--- config.mk ---
export PLATFORM = sky130hd
export DESIGN_NAME = mem_io_responder
export DESIGN_NICKNAME = d
export VERILOG_FILES = /design/src/rtl/mem_io_responder.sv
export SDC_FILE = /design/constraint.sdc
export NUM_CORES = 2
export LEC_CHECK = 0
export ABC_CLOCK_PERIOD_IN_PS = 13700
export CORE_AREA = 3 3 610 430
export DETAILED_ROUTE_END_ITERATION = 6
export DIE_AREA = 0 0 613 433
export PLACE_DENSITY = 0.76
export SETUP_SLACK_MARGIN = 0.2
export SLEW_MARGIN = 30
export SYNTH_ARGS = -nofsm -noshare
export SYNTH_HDL_FRONTEND = slang
export SYNTH_SLANG_ARGS = --single-unit
--- constraint.sdc ---
create_clock -name Clk -period 13.7 [get_ports Clk]
set_input_delay 1.37 -clock Clk [delete_from_list [all_inputs] [get_ports Clk]]
set_output_delay 1.37 -clock Clk [all_outputs]
set_load 0.02 [all_outputs]
--- src/rtl/mem_io_responder.sv ---
// LC-3 memory-side responder: word RAM plus one memory-mapped I/O port,
// serviced after a fixed number of wait states with a one-cycle ready pulse.
module mem_io_responder #(
    parameter int          ADDR_W  = 8,
    parameter int          WAIT    = 2,
    parameter logic [15:0] IO_ADDR = 16'hFFFF
) (
    input  logic        Clk,
    input  logic        Reset,
    input  logic        MEM_EN,
    input  logic        WE,
    input  logic [15:0] MAR,
    input  logic [15:0] MDR,
    input  logic [15:0] Switches,
    output logic [15:0] MDR_In,
    output logic        R,
    output logic [15:0] HEX,
    output logic        Busy
);

    typedef enum logic [1:0] {
        IDLE,
        WAITING,
        DONE,
        HOLD
    } state_t;

    // Counter preload; unused when there are no wait states.
    localparam logic [3:0] WAIT_LD = (WAIT == 0) ? 4'd0 : 4'(WAIT - 1);

    state_t state;
    state_t state_nxt;
    logic [3:0] cnt;
    logic [3:0] cnt_nxt;

    logic        we_q;
    logic [15:0] mar_q;
    logic [15:0] mdr_q;

    logic [15:0] ram [2**ADDR_W];

    logic              accept;
    logic              complete;
    logic              c_we;
    logic [15:0]       c_mar;
    logic [15:0]       c_mdr;
    logic              c_io;
    logic [ADDR_W-1:0] c_idx;

    // Next-state and counter logic; flags acceptance and completion edges.
    always_comb begin
        state_nxt = state;
        cnt_nxt   = cnt;
        accept    = 1'b0;
        complete  = 1'b0;
        unique case (state)
            IDLE: begin
                if (MEM_EN) begin
                    accept = 1'b1;
                    if (WAIT == 0) begin
                        state_nxt = DONE;
                        complete  = 1'b1;
                    end else begin
                        state_nxt = WAITING;
                        cnt_nxt   = WAIT_LD;
                    end
                end
            end
            WAITING: begin
                if (cnt == 4'd0) begin
                    state_nxt = DONE;
                    complete  = 1'b1;
                end else begin
                    cnt_nxt = cnt - 4'd1;
                end
            end
            DONE: begin
                state_nxt = HOLD;
            end
            HOLD: begin
                if (!MEM_EN) begin
                    state_nxt = IDLE;
                end
            end
            default: begin
                state_nxt = IDLE;
            end
        endcase
    end

    // With zero wait states the access completes on the accepting edge,
    // so the live request inputs are used instead of the latched copies.
    always_comb begin
        c_we  = (state == IDLE) ? WE  : we_q;
        c_mar = (state == IDLE) ? MAR : mar_q;
        c_mdr = (state == IDLE) ? MDR : mdr_q;
        c_io  = (c_mar == IO_ADDR);
        c_idx = c_mar[ADDR_W-1:0];
    end

    // State register and wait-state counter.
    always_ff @(posedge Clk) begin
        if (Reset) begin
            state <= IDLE;
            cnt   <= 4'd0;
        end else begin
            state <= state_nxt;
            cnt   <= cnt_nxt;
        end
    end

    // Request capture at acceptance; later input changes are ignored.
    always_ff @(posedge Clk) begin
        if (Reset) begin
            we_q  <= 1'b0;
            mar_q <= 16'd0;
            mdr_q <= 16'd0;
        end else if (accept) begin
            we_q  <= WE;
            mar_q <= MAR;
            mdr_q <= MDR;
        end
    end

    // Registered outputs: ready pulse, busy flag, read data and HEX port.
    always_ff @(posedge Clk) begin
        if (Reset) begin
            MDR_In <= 16'd0;
            R      <= 1'b0;
            HEX    <= 16'd0;
            Busy   <= 1'b0;
        end else begin
            R    <= (state_nxt == DONE);
            Busy <= (state_nxt != IDLE);
            if (complete) begin
                if (!c_we) begin
                    MDR_In <= c_io ? Switches : ram[c_idx];
                end else if (c_io) begin
                    HEX <= c_mdr;
                end
            end
        end
    end

    // RAM write port; contents survive reset, but a reset edge drops the write.
    always_ff @(posedge Clk) begin
        if (!Reset && complete && c_we && !c_io) begin
            ram[c_idx] <= c_mdr;
        end
    end

endmodule
==> impl_results.md <==
* CP Data Arrival Time at 7.27 ns
* Max VDD drop at 0.1580 mV
* Adder-Cell Fraction of Synth Area at 0.0001626
* Tightest Pin Transition at 1.281 ns
* Area growth syn-to-layout at 12.33%
* Port Buffers at 85
* Die Height at 433 um
* Reg2Reg Depth at 11
* Leak Pwr at 53.01 nW
* Compound-Gate Fraction of Synth Area at 0.1553
* Post-route ant nets at 0
* Hold Path Class: reg2reg
* Vias in the first global route at 88240
* Worst skew pair latency at 0.91 ns
* Routed len/inst at 35.23 um
* Relative slew margins at 0.1346
* Remaining DRCs at 9
* Fmax at 0.1555 GHz
* Distinct cell type count of the synthesized netlist at 54
* Post-Synth XOR/XNOR Area at 0.0001138
* Avg Cell Area, Syn at 17.42 um2
* Clock root buffer: clkbuf_16
* Status: finished with violations
* PD cells at 164.3 nW/um2
* Starting density of the core at 0.5979
* Sequential share of the synthesized area at 0.8085
* Post-CTS sizing at 0
* Area after DPL at 160500 um2
* All-Layer GR Usage at 0.3322
* Final Skew at 0.06133 ns
* Die width at 613 um
* Largest net degree at the start of global routing at 189
* Final hold vios at 0
* Required @ worst endpoint at 14.54 ns
* Main flop type after synthesis: edfxtp_1
* Placer Congestion at 0.9114
* Clk sinks at 4169
* CP Max Fanout at 145
* Vias after detailed routing at 93770
* Clk buf depth at 4
* Layout cells sized above 1 at 0.1225
* Cells after Synth at 8834
* Mapped Area at 153900 um2
* Rows at 156
* TritonRoute pass-1 iters at 7
* Setup Fix Bufs, Post-CTS at 0
* Synth Warn # at 0
* Die ar. at 265400 um2
* Post-route cell area at 172900 um2
* Ys async rst share at 0
* Vias per cell at 7.334
* Multiplexer area fraction after synthesis at 0.00006503
* # IOs at 86
* CTS tree: built
* Slew Viols, Final at 0
* Setup_tns at 0 ns
* Post-synthesis simple-gate area fraction at 0.01479
* Endpoint class of the critical path: flip-flop
* Period utilization at 0.4696
* Mapped Nets at 8888
* GRT overflow at 0
* Final Setup Violations at 0
* Worst hold stages at 2
* Num CTS Buffers at 369
* Antenna violations before repair at 33
* CTS H-Tree Depth at 5
* FF+latch count, synth at 4169
* Reg clk slew, reported paths at 0.07 ns
* Critical Path Start Type: input port
* Global-route wire length before repair at 634700 um
* Cts-stage hold buffer count at 0
* Final WL at 450500 um
* WS Path Type: in2reg
* Max-cap viol count at 0
* Core ar. at 257500 um2
* HPWL after DPL at 250600 um
* Layout net count at 9130
* Failing checks: DRC
* Post-synth EDFFs at 4096
* Unrepaired setup endpoints after global routing: no
* Largest family of logic cells by synthesized area: compound AO/OA/AOI/OAI gates
* DRT iter0 DRCs at 18240
* Tmin final at 6.433 ns
-- stage by stage --
| stage | worst slack (ns) | utilization | total power, mW | instances | hold WS (ns) |
|---|---|---|---|---|---|
| finish | 7.267 | 0.6716 | 28.40 | 12790 | 0.4578 |
| global route | 7.214 | 0.6714 | 28.97 | 12770 | 0.4735 |
| CTS | 7.551 | 0.6696 | 28.23 | 12750 | 0.4561 |
| global placement | 6.120 | 0.6208 | 18.00 | 12070 | 0.4437 |
| detailed placement | 6.614 | 0.6236 | 18.14 | 12090 | 0.4468 |
| floorplan | 8.154 | - | 16.83 | 8834 | 0.4362 |
-- where the power goes --
part | internal (mW) | switching (mW)
Clock | 5.82 | 4.52
Combinational | 0.777 | 2.76
Sequential | 14.5 | 0.0171
-- metal layers --
| metal | global-route usage | share of wire | routed length [um] |
|---|---|---|---|
| met1 | 0.4622 | 0.34 | 154800 |
| met2 | 0.4706 | 0.43 | 194900 |
| met3 | 0.1252 | 0.17 | 78010 |
| met4 | 0.1481 | 0.050 | 22610 |
| met5 | 0 | 0.00039 | 176 |
-- flip-flops by register name, indices dropped and copies added (netlist names) --
register and flops:
ram 4096, HEX 16, MDR_In 16, mar_q 16, mdr_q 16, cnt 4, state 2, Busy 1
R 1, we_q 1
-- cells in the mapped netlist (32+ instances only) --
cell type | instances | share of area
a221oi_1 | 112 | 0.0064
nor2_1 | 293 | 0.0071
a22oi_1 | 1824 | 0.089
buf_2 | 331 | 0.011
buf_6 | 33 | 0.0024
nand2_1 | 155 | 0.0038
o21ai_0 | 50 | 0.0016
edfxtp_1 | 4096 | 0.80
clkbuf_1 | 251 | 0.0061
a41oi_1 | 46 | 0.0026
a22o_1 | 126 | 0.0072
o41ai_1 | 224 | 0.013
a21oi_1 | 961 | 0.031
nand3_1 | 32 | 0.0010
o22ai_1 | 56 | 0.0023
buf_1 | 38 | 0.00093
dfxtp_1 | 73 | 0.0095
-- layout make-up --
cell class	count	area (um2)
Antenna cell	27	67.56
Clock buffer	457	9897
Sequential cell	4169	124500
Tap cell	3397	4250
Timing Repair Buffer	537	4678
Inverter	7	26.28
Multi-Input combinational cell	3992	27580
Clock inverter	200	1953
Fill cell	15620	84540
-- worst paths after layout --
| check | from | endpoint | slack (ns) |
|---|---|---|---|
| max | MAR[0] | MDR_In[1] | 7.27 |
| min | mdr_q[11] | mdr_q[11] | 0.46 |
| max reg2reg | state[0] | MDR_In[2] | 7.32 |
| min reg2reg | mdr_q[11] | mdr_q[11] | 0.46 |
-- kinds of logic (layout without fill, tap and decap cells) --
family                   count (synthesis)  in the layout
flip-flops                            4169           4169
AO/OA/AOI/OAI                         3440           3440
buffers and inverters                  673           1201
AND/OR/NAND/NOR                        547            547
adder cells (fa/ha/maj)                  2              2
XOR/XNOR                                 2              2
multiplexers                             1              1
other                                    0             27
-- worst max-delay path, cell delays in order --
cell and delay, ns:
clkdlybuf4s50_1 0.47, or4_1 0.60, o31ai_4 0.10, buf_12 0.57, buf_12 0.59, buf_4 0.73
a22oi_1 0.14, a21oi_1 0.55, o41ai_1 0.27, buf_4 0.23, a41oi_1 0.50, a2111oi_0 0.20
a21oi_1 0.21, a22o_1 0.14
-- cell usage in the layout (no fill, tap or decap), types with 7 or more instances in the layout --
| cell type | n |
|---|---|
| clkinv_2 | 59 |
| buf_6 | 7 |
| diode_2 | 27 |
| nor2_4 | 22 |
| o41ai_1 | 135 |
| clkinv_1 | 77 |
| buf_12 | 21 |
| nand2_4 | 16 |
| clkbuf_8 | 12 |
| o41ai_2 | 80 |
| nand2b_1 | 8 |
| dfxtp_1 | 73 |
| a2111oi_0 | 16 |
| a21oi_1 | 961 |
| edfxtp_1 | 4096 |
| o41ai_4 | 9 |
| nand3_1 | 32 |
| inv_1 | 7 |
| buf_16 | 8 |
| nand4_1 | 22 |
| o22ai_1 | 56 |
| inv_6 | 8 |
| nor2_2 | 7 |
| nor2_1 | 264 |
| clkbuf_1 | 66 |
| bufinv_16 | 37 |
| clkinvlp_4 | 12 |
| a22o_1 | 126 |
| buf_2 | 8 |
| nand2_1 | 124 |
| buf_4 | 408 |
| clkbuf_16 | 379 |
| a221oi_1 | 112 |
| a22oi_1 | 1824 |
| o21ai_0 | 48 |
| clkdlybuf4s50_1 | 84 |
| a41oi_1 | 39 |
| a41oi_2 | 7 |
| nand2_2 | 14 |
No activity file was read; power rests on OpenSTA's default activity.
